### src/rtl/cordic_ci_master.sv
// ---------------------------------------------------------------------------
// cordic_ci_master
//
// Feeds a stream of IEEE-754 single samples into a pipelined accumulate
// custom instruction (CI), one issue per accepted sample. It then flushes the
// CI pipeline for LATENCY cycles and captures the batch sum. The sum is held
// on the m_* side until the downstream consumer takes it.
//
// Ports
//   clock, reset         rising-edge clock, synchronous active-high reset
//   s_valid/s_data/s_last/s_ready   upstream sample stream (valid/ready)
//   ci_clk_en, ci_start  CI clock enable and issue strobe
//   ci_dataa             sample operand (zero when not issuing)
//   ci_datab             bit0 = accumulator restart flag (zero when not issuing)
//   ci_result, ci_done   CI outputs (ci_done is not needed functionally)
//   m_valid/m_data/m_count/m_ready  batch result (valid/ready)
//   busy                 high whenever the FSM is not IDLE
// ---------------------------------------------------------------------------
module cordic_ci_master #(
    parameter int LATENCY = 17,
    parameter int CNT_W   = 16
) (
    input  logic             clock,
    input  logic             reset,
    input  logic             s_valid,
    input  logic [31:0]      s_data,
    input  logic             s_last,
    output logic             s_ready,
    output logic             ci_clk_en,
    output logic             ci_start,
    output logic [31:0]      ci_dataa,
    output logic [31:0]      ci_datab,
    input  logic [31:0]      ci_result,
    input  logic             ci_done,
    output logic             m_valid,
    output logic [31:0]      m_data,
    output logic [CNT_W-1:0] m_count,
    input  logic             m_ready,
    output logic             busy
);

    localparam int DRN_W = (LATENCY > 1) ? $clog2(LATENCY) : 1;
    localparam logic [CNT_W-1:0] CNT_MAX = '1;

    typedef enum logic [1:0] {
        IDLE  = 2'd0,
        ISSUE = 2'd1,
        DRAIN = 2'd2,
        HOLD  = 2'd3
    } state_t;

    state_t             r_state;
    state_t             w_state_next;
    logic [DRN_W-1:0]   r_drain;
    logic [CNT_W-1:0]   r_count;
    logic               r_m_valid;
    logic [31:0]        r_m_data;

    logic               w_ready;
    logic               w_accept;
    logic               w_first;
    logic               w_drain_en;
    logic               w_drain_done;

    // The CI completion flag carries no information we need: the drain
    // counter already knows exactly when the sum is valid.
    logic               w_unused;
    assign w_unused = ci_done;

    // Next-state and per-cycle strobes. Reset forces every strobe low so the
    // CI sees no activity in a reset cycle, whatever the inputs are doing.
    always_comb begin
        w_state_next = r_state;
        w_ready      = 1'b0;
        w_accept     = 1'b0;
        w_first      = 1'b0;
        w_drain_en   = 1'b0;
        w_drain_done = 1'b0;
        if (!reset) begin
            case (r_state)
                IDLE: begin
                    w_ready  = 1'b1;
                    w_accept = s_valid;
                    w_first  = s_valid;
                    if (s_valid) begin
                        w_state_next = s_last ? DRAIN : ISSUE;
                    end
                end
                ISSUE: begin
                    w_ready  = 1'b1;
                    w_accept = s_valid;
                    if (s_valid && s_last) begin
                        w_state_next = DRAIN;
                    end
                end
                DRAIN: begin
                    // Clock the CI with empty slots so the last sample
                    // works its way through to ci_result.
                    w_drain_en = 1'b1;
                    if (r_drain == '0) begin
                        w_drain_done = 1'b1;
                        w_state_next = HOLD;
                    end
                end
                HOLD: begin
                    if (m_ready) begin
                        w_state_next = IDLE;
                    end
                end
                default: w_state_next = IDLE;
            endcase
        end
    end

    always_ff @(posedge clock) begin
        if (reset) begin
            r_state <= IDLE;
        end else begin
            r_state <= w_state_next;
        end
    end

    always_ff @(posedge clock) begin
        if (reset) begin
            r_drain   <= '0;
            r_count   <= '0;
            r_m_valid <= 1'b0;
            r_m_data  <= '0;
        end else begin
            if (w_accept) begin
                if (w_first) begin
                    r_count <= CNT_W'(1);
                end else if (r_count != CNT_MAX) begin
                    r_count <= r_count + CNT_W'(1);
                end
            end

            // Loading LATENCY-1 on the last issue makes the count hit zero
            // exactly LATENCY cycles after that issue.
            if (w_accept && s_last) begin
                r_drain <= DRN_W'(LATENCY - 1);
            end else if (w_drain_en && (r_drain != '0)) begin
                r_drain <= r_drain - DRN_W'(1);
            end

            if (w_drain_done) begin
                r_m_valid <= 1'b1;
                r_m_data  <= ci_result;
            end else if ((r_state == HOLD) && m_ready) begin
                r_m_valid <= 1'b0;
            end
        end
    end

    // Sample path is combinational so an accepted sample issues in the
    // same cycle it is accepted.
    assign s_ready   = w_ready;
    assign ci_start  = w_accept;
    assign ci_clk_en = w_accept | w_drain_en;
    assign ci_dataa  = w_accept ? s_data : 32'd0;
    assign ci_datab  = {31'd0, w_first};

    assign m_valid = r_m_valid;
    assign m_data  = r_m_data;
    assign m_count = r_count;
    assign busy    = (r_state != IDLE);

endmodule

### config.mk
export PLATFORM = sky130hd
export DESIGN_NAME = cordic_ci_master
export DESIGN_NICKNAME = d
export VERILOG_FILES = /design/src/rtl/cordic_ci_master.sv
export SDC_FILE = /design/constraint.sdc
export NUM_CORES = 1
export LEC_CHECK = 0
export CORE_AREA = 4 4 93 95
export DETAILED_ROUTE_END_ITERATION = 16
export DIE_AREA = 0 0 97 99
export PLACE_DENSITY = 0.91
export SYNTH_ARGS = -nofsm -noshare
export SYNTH_HDL_FRONTEND = slang
export SYNTH_SLANG_ARGS = --single-unit
### constraint.sdc
create_clock -name clock -period 3.9 [get_ports clock]
set_input_delay 0.78 -clock clock [delete_from_list [all_inputs] [get_ports clock]]
set_output_delay 0.78 -clock clock [all_outputs]
set_load 0.005 [all_outputs]
== Word-level counts from Yosys, hierarchy flattened ==
Cells that the tools add are included.

* Register bits after elaboration: 56
* Input bits: 70
* Output and inout port bits: 117
* Logic and storage cells: 56

* Add/sub/neg operators: 2
* Equal/unequal tests: 8
* Muxes and demuxes: 24
* Bitwise logic cells: 1
* Reductions and logical operators: 15

{| class="wikitable"
|+ Operators by type and width
! operator !! number
|-
| 2-to-1 mux 16 bit || 2
|-
| 2-to-1 mux 32 bit || 1
|-
| adder 16 x 1 -> 16 bit (second input constant) || 1
|-
| != test 16 bit (second input constant) || 1
|-
| 2-to-1 mux 1 bit || 13
|-
| 2-to-1 mux 2 bit || 5
|-
| 2-to-1 mux 5 bit || 2
|-
| != test 2 bit (second input constant) || 4
|-
| case mux 2 bit (4 select lines) || 1
|-
| nonzero test 2 bit || 4
|-
| zero test 5 bit || 1
|-
| nonzero test 5 bit || 1
|-
| subtractor 5 x 1 -> 5 bit (second input constant) || 1
|-
| == test 2 bit (second input constant) || 2
|-
| logical AND 1 bit || 4
|-
| AND reduction 4 bit || 1
|-
| OR reduction 2 bit || 2
|-
| == test 2 x 1 -> 1 bit (second input constant) || 1
|-
| zero test 2 bit || 1
|-
| AND reduction 2 bit || 1
|-
| OR 1 bit || 1
|}

== Logic depth before layout (Yosys ltp) ==
* Depth in word-level cells: 6
* Gate-level depth with buffers: 10
* Mapped depth without buffers: 8

== Worst setup path before layout ==
OpenSTA, ideal clock, no wires.

* Kind: input to output
* From: input port reset
* To: output port ci_dataa[0]
* Data arrival time: 1.494 ns
* Data required time: 3.120 ns
* Slack: 1.626 ns
* Cell stages on the path: 5
* Buffers on the path: 1
* Path through: inv_2 nand3b_4 inv_2 clkbuf_1 and2_1

* Word-level cells in the longest chain between the ends: 2

{| class="wikitable"
|+ RTL lines
! what !! line !! source
|-
| from (decl) || 24 || <nowiki>input logic reset,</nowiki>
|-
| 2-to-1 mux 1 bit || 79 || <nowiki>if (!reset) begin</nowiki>
|-
| 2-to-1 mux 32 bit || 160 || <nowiki>assign ci_dataa = w_accept ? s_data : 32'd0;</nowiki>
|-
| to (decl) || 31 || <nowiki>output logic [31:0] ci_dataa,</nowiki>
|}

No other way between the ends.

== Final worst setup path ==
* From: input port s_valid
* To: output port ci_dataa[4]

* Word-level cells in the longest chain between the ends: 3

{| class="wikitable"
|+ RTL lines
! what !! line !! source
|-
| from (decl) || 25 || <nowiki>input logic s_valid,</nowiki>
|-
| 2-to-1 mux 1 bit || 80 || <nowiki>case (r_state)</nowiki>
|-
| 2-to-1 mux 1 bit || 79 ||
|-
| 2-to-1 mux 32 bit || 160 ||
|}

No other way between the ends.

==> impl_metrics.py <==
metrics = {
    "sta": {
        "rsz0062_at_grt": "no",
        "finalCritPeriodShare_pct": 87.4,
        "fin_setup_tns_ns": 0,
        "slew-limit-headroom_pct": 12.5,
        "finalHoldViolations": 0,
        "max_freq_mhz": 294,
        "finalSetupViolCount": 0,
        "fin_skew_ns": 0.0109,
        "tightest_slew_ns": 1.31,
        "hold_slack_ns": 0.492,
        "drv_slew": 0,
        "period_minus_slack_ns": 3.41,
    },
    "synthesis": {
        "synth_top_cell_by_area": "dfxtp_1",
        "syn_inst": 383,
        "synth_top_flop_cell": "dfxtp_1",
        "synth_commonest_cells": "80 x nand2_1, 56 x dfxtp_1, 35 x o211ai_1",
        "ys_ff_latch": 56,
        "yosysTopAreaCellShare_pct": 36.9,
        "synth_edf_count": 0,
        "synth_area_leaders": "dfxtp_1 37%, nand2_1 9.9%, o211ai_1 8.6%, buf_4 7.9%, and2_1 7.0%",
        "ys_seq_area_share_pct": 36.9,
        "syn-cell-area_um2": 3040,
        "yosysMostFrequentCell": "nand2_1",
        "ys.warnings.count": 0,
        "async_flop_share_pct": 0,
        "ys_types": 43,
        "avgSynthCellArea_um2": 7.94,
    },
    "drt": {
        "via_per_inst": 5.06,
        "first_pass_iters": 5,
        "top_layer": "met4",
        "vias": 3164,
        "met2_length_um": 4470,
        "wl_per_cell_um": 14.7,
        "wl_met1_um": 3560,
        "ant_nets": 0,
        "totalWireLength_um": 9170,
        "drt_iter0_drc": 155,
        "routed-wl-met3_um": 1010,
        "drcViolationCount": 0,
    },
    "cts": {
        "cts_max_level": 2,
        "cts.clk_slew.worst_paths_ns": 0.10,
        "cts_made_buffers": 5,
        "cts_resized": 0,
        "ctsHoldBuffers": 0,
        "tritoncts": "yes",
        "cts_num_sinks": 56,
        "root_buffer": "clkbuf_8",
        "cts_setup_buffers": 0,
        "clk_latency_ns": 0.31,
        "clock_path_buffers": 2,
    },
    "global_routing": {
        "antenna_found_initial": 0,
        "grt_overflow": 0,
        "grt_usage_pct": 18.4,
        "grt_pass1_vias": 3157,
        "grt_max_degree": 43,
        "grt_pass1_wl_um": 14900,
    },
    "finish": {
        "syn2layout_area_growth_pct": 50.9,
        "nets": 599,
        "drive_above_1_share_pct": 4.21,
        "antenna_cells": 0,
    },
    "min_path": {
        "min_from": "m_data[25]",
        "hold_path_class": "reg2reg",
    },
    "job": {
        "cap_violations": 0,
    },
    "status": {
        "status": "completed",
    },
    "die": {
        "start_util_pct": 39.3,
        "fp.dieW_um": 97,
        "die_h_um": 99,
        "core_area_um2": 7730,
        "io_pins": 187,
        "die-area_um2": 9600,
        "num_rows": 32,
    },
    "worst_setup_path": {
        "max_stage_delay_ns": 0.60,
        "startpoint": "s_valid",
        "crit_buf_inv": 3,
        "startpoint_type": "primary input",
        "critPathCaptureType": "output pin",
        "cp_slowest_cell": "clkdlybuf4s50_1",
        "criticalPathCategory": "in2out",
        "critical_path.top_delay_family": "buffers and inverters",
        "cp_max_fo": 37,
        "crit_chain": "clkdlybuf4s50_1 > nand3b_4 > inv_2 > and2_1 > clkdlybuf4s50_1",
        "path_common_cell": "clkdlybuf4s50_1",
        "crit_required_ns": 3.12,
        "arrival_ns": 2.63,
        "r2r-start": "r_drain[0]",
    },
    "power": {
        "p_leak_nw": 1.87,
        "power_density_nw_per_um2": 429,
        "irDropWorstVdd_mv": 0.210,
    },
    "placement": {
        "hpwl_um": 6870,
        "routabilityCongestion": 0.780,
        "port_buffers": 154,
    },
}
==> worst paths after layout <==
| kind | to | slack, ns | cells after the start |
|---|---|---|---|
| setup / recovery | ci_dataa[4] | 0.49 | 5 |
| hold reg to reg | m_data[25] | 0.49 | 2 |
| hold / removal | m_data[25] | 0.49 | 2 |
| setup reg to reg | r_drain[2] | 1.27 | 7 |
==> flip-flops by register name, indices dropped and copies added (netlist names) <==
signal	count
m_data	32
m_count	16
r_state	2
m_valid	1
r_drain	5
==> where the power goes <==
part	leakage, nW	internal (mW)	switching (mW)	total (mW)
sequential	0.455	0.685	0.0714	0.757
combinational	1.37	0.470	0.426	0.895
clock	0.0414	0.128	0.190	0.319
total	1.87	1.28	0.688	1.97
==> logic make-up after synthesis <==
family                   after synthesis  share of synthesized area [%]
buffers and inverters                 66                           12.8
flip-flops                            56                           36.9
XOR/XNOR                               3                          0.864
AND/OR/NAND/NOR                      174                           27.9
adder cells (fa/ha/maj)                7                           2.88
other                                  1                          0.123
AO/OA/AOI/OAI                         72                           17.2
multiplexers                           4                           1.32
==> per-stage QoR <==
stage / util (%) / std cells / setup WS, ns / area (um^2) / power (mW)
detailed placement: 58.2 / 617 / 0.494 / 4500 / 1.67
CTS: 59.4 / 625 / 0.482 / 4590 / 2.00
global route: 59.4 / 625 / 0.364 / 4590 / 2.11
finish: 59.4 / 625 / 0.493 / 4590 / 1.97
global placement: 58.2 / 617 / 0.513 / 4500 / 1.64
floorplan: - / 413 / 1.63 / 3150 / 1.21
==> layout by cell type (no fill, tap or decap), types with 2 or more instances in the layout <==
cell             instances
ha_1                     7
o21ai_0                 11
clkbuf_8                 5
nand2b_1                 3
inv_2                    2
a21oi_1                 10
o32ai_1                  3
nand2_1                 80
xor2_1                   2
inv_1                    8
o211ai_1                35
nor2_1                  25
clkdlybuf4s50_1        154
nand4_1                  4
dfxtp_1                 56
nor2b_1                  2
conb_1                  31
a31oi_1                  3
nand3_1                 10
mux2i_1                  4
and3_1                   4
and2_1                  34
buf_4                    4
or4_1                    4
o41ai_1                  2
==> layer usage <==
metal  GRT usage, %  vias to the layer above
met5              0                        -
met4           4.97                        0
met3           6.72                       11
met2           33.2                      179
met1           20.5                     1454
li1               -                     1520
==> final cells by class <==
cell class,instances,area [um^2]
clock buffer,6,72.6
clock inverter,2,16.3
fill,657,3140
inverter,10,37.5
multi-input combinational,291,1640
sequential,56,1120
tap,102,128
timing repair buffer,158,1570
==> worst register-to-register path, cell delays in order (launching register included) <==
cell	delay [ns]
dfxtp_1	0.38
inv_1	0.06
ha_1	0.22
or4b_1	1.05
nor2b_1	0.44
nand2_1	0.14
xor2_1	0.18
nor2_1	0.06
Note: power is estimated with default switching activity, not from simulation.
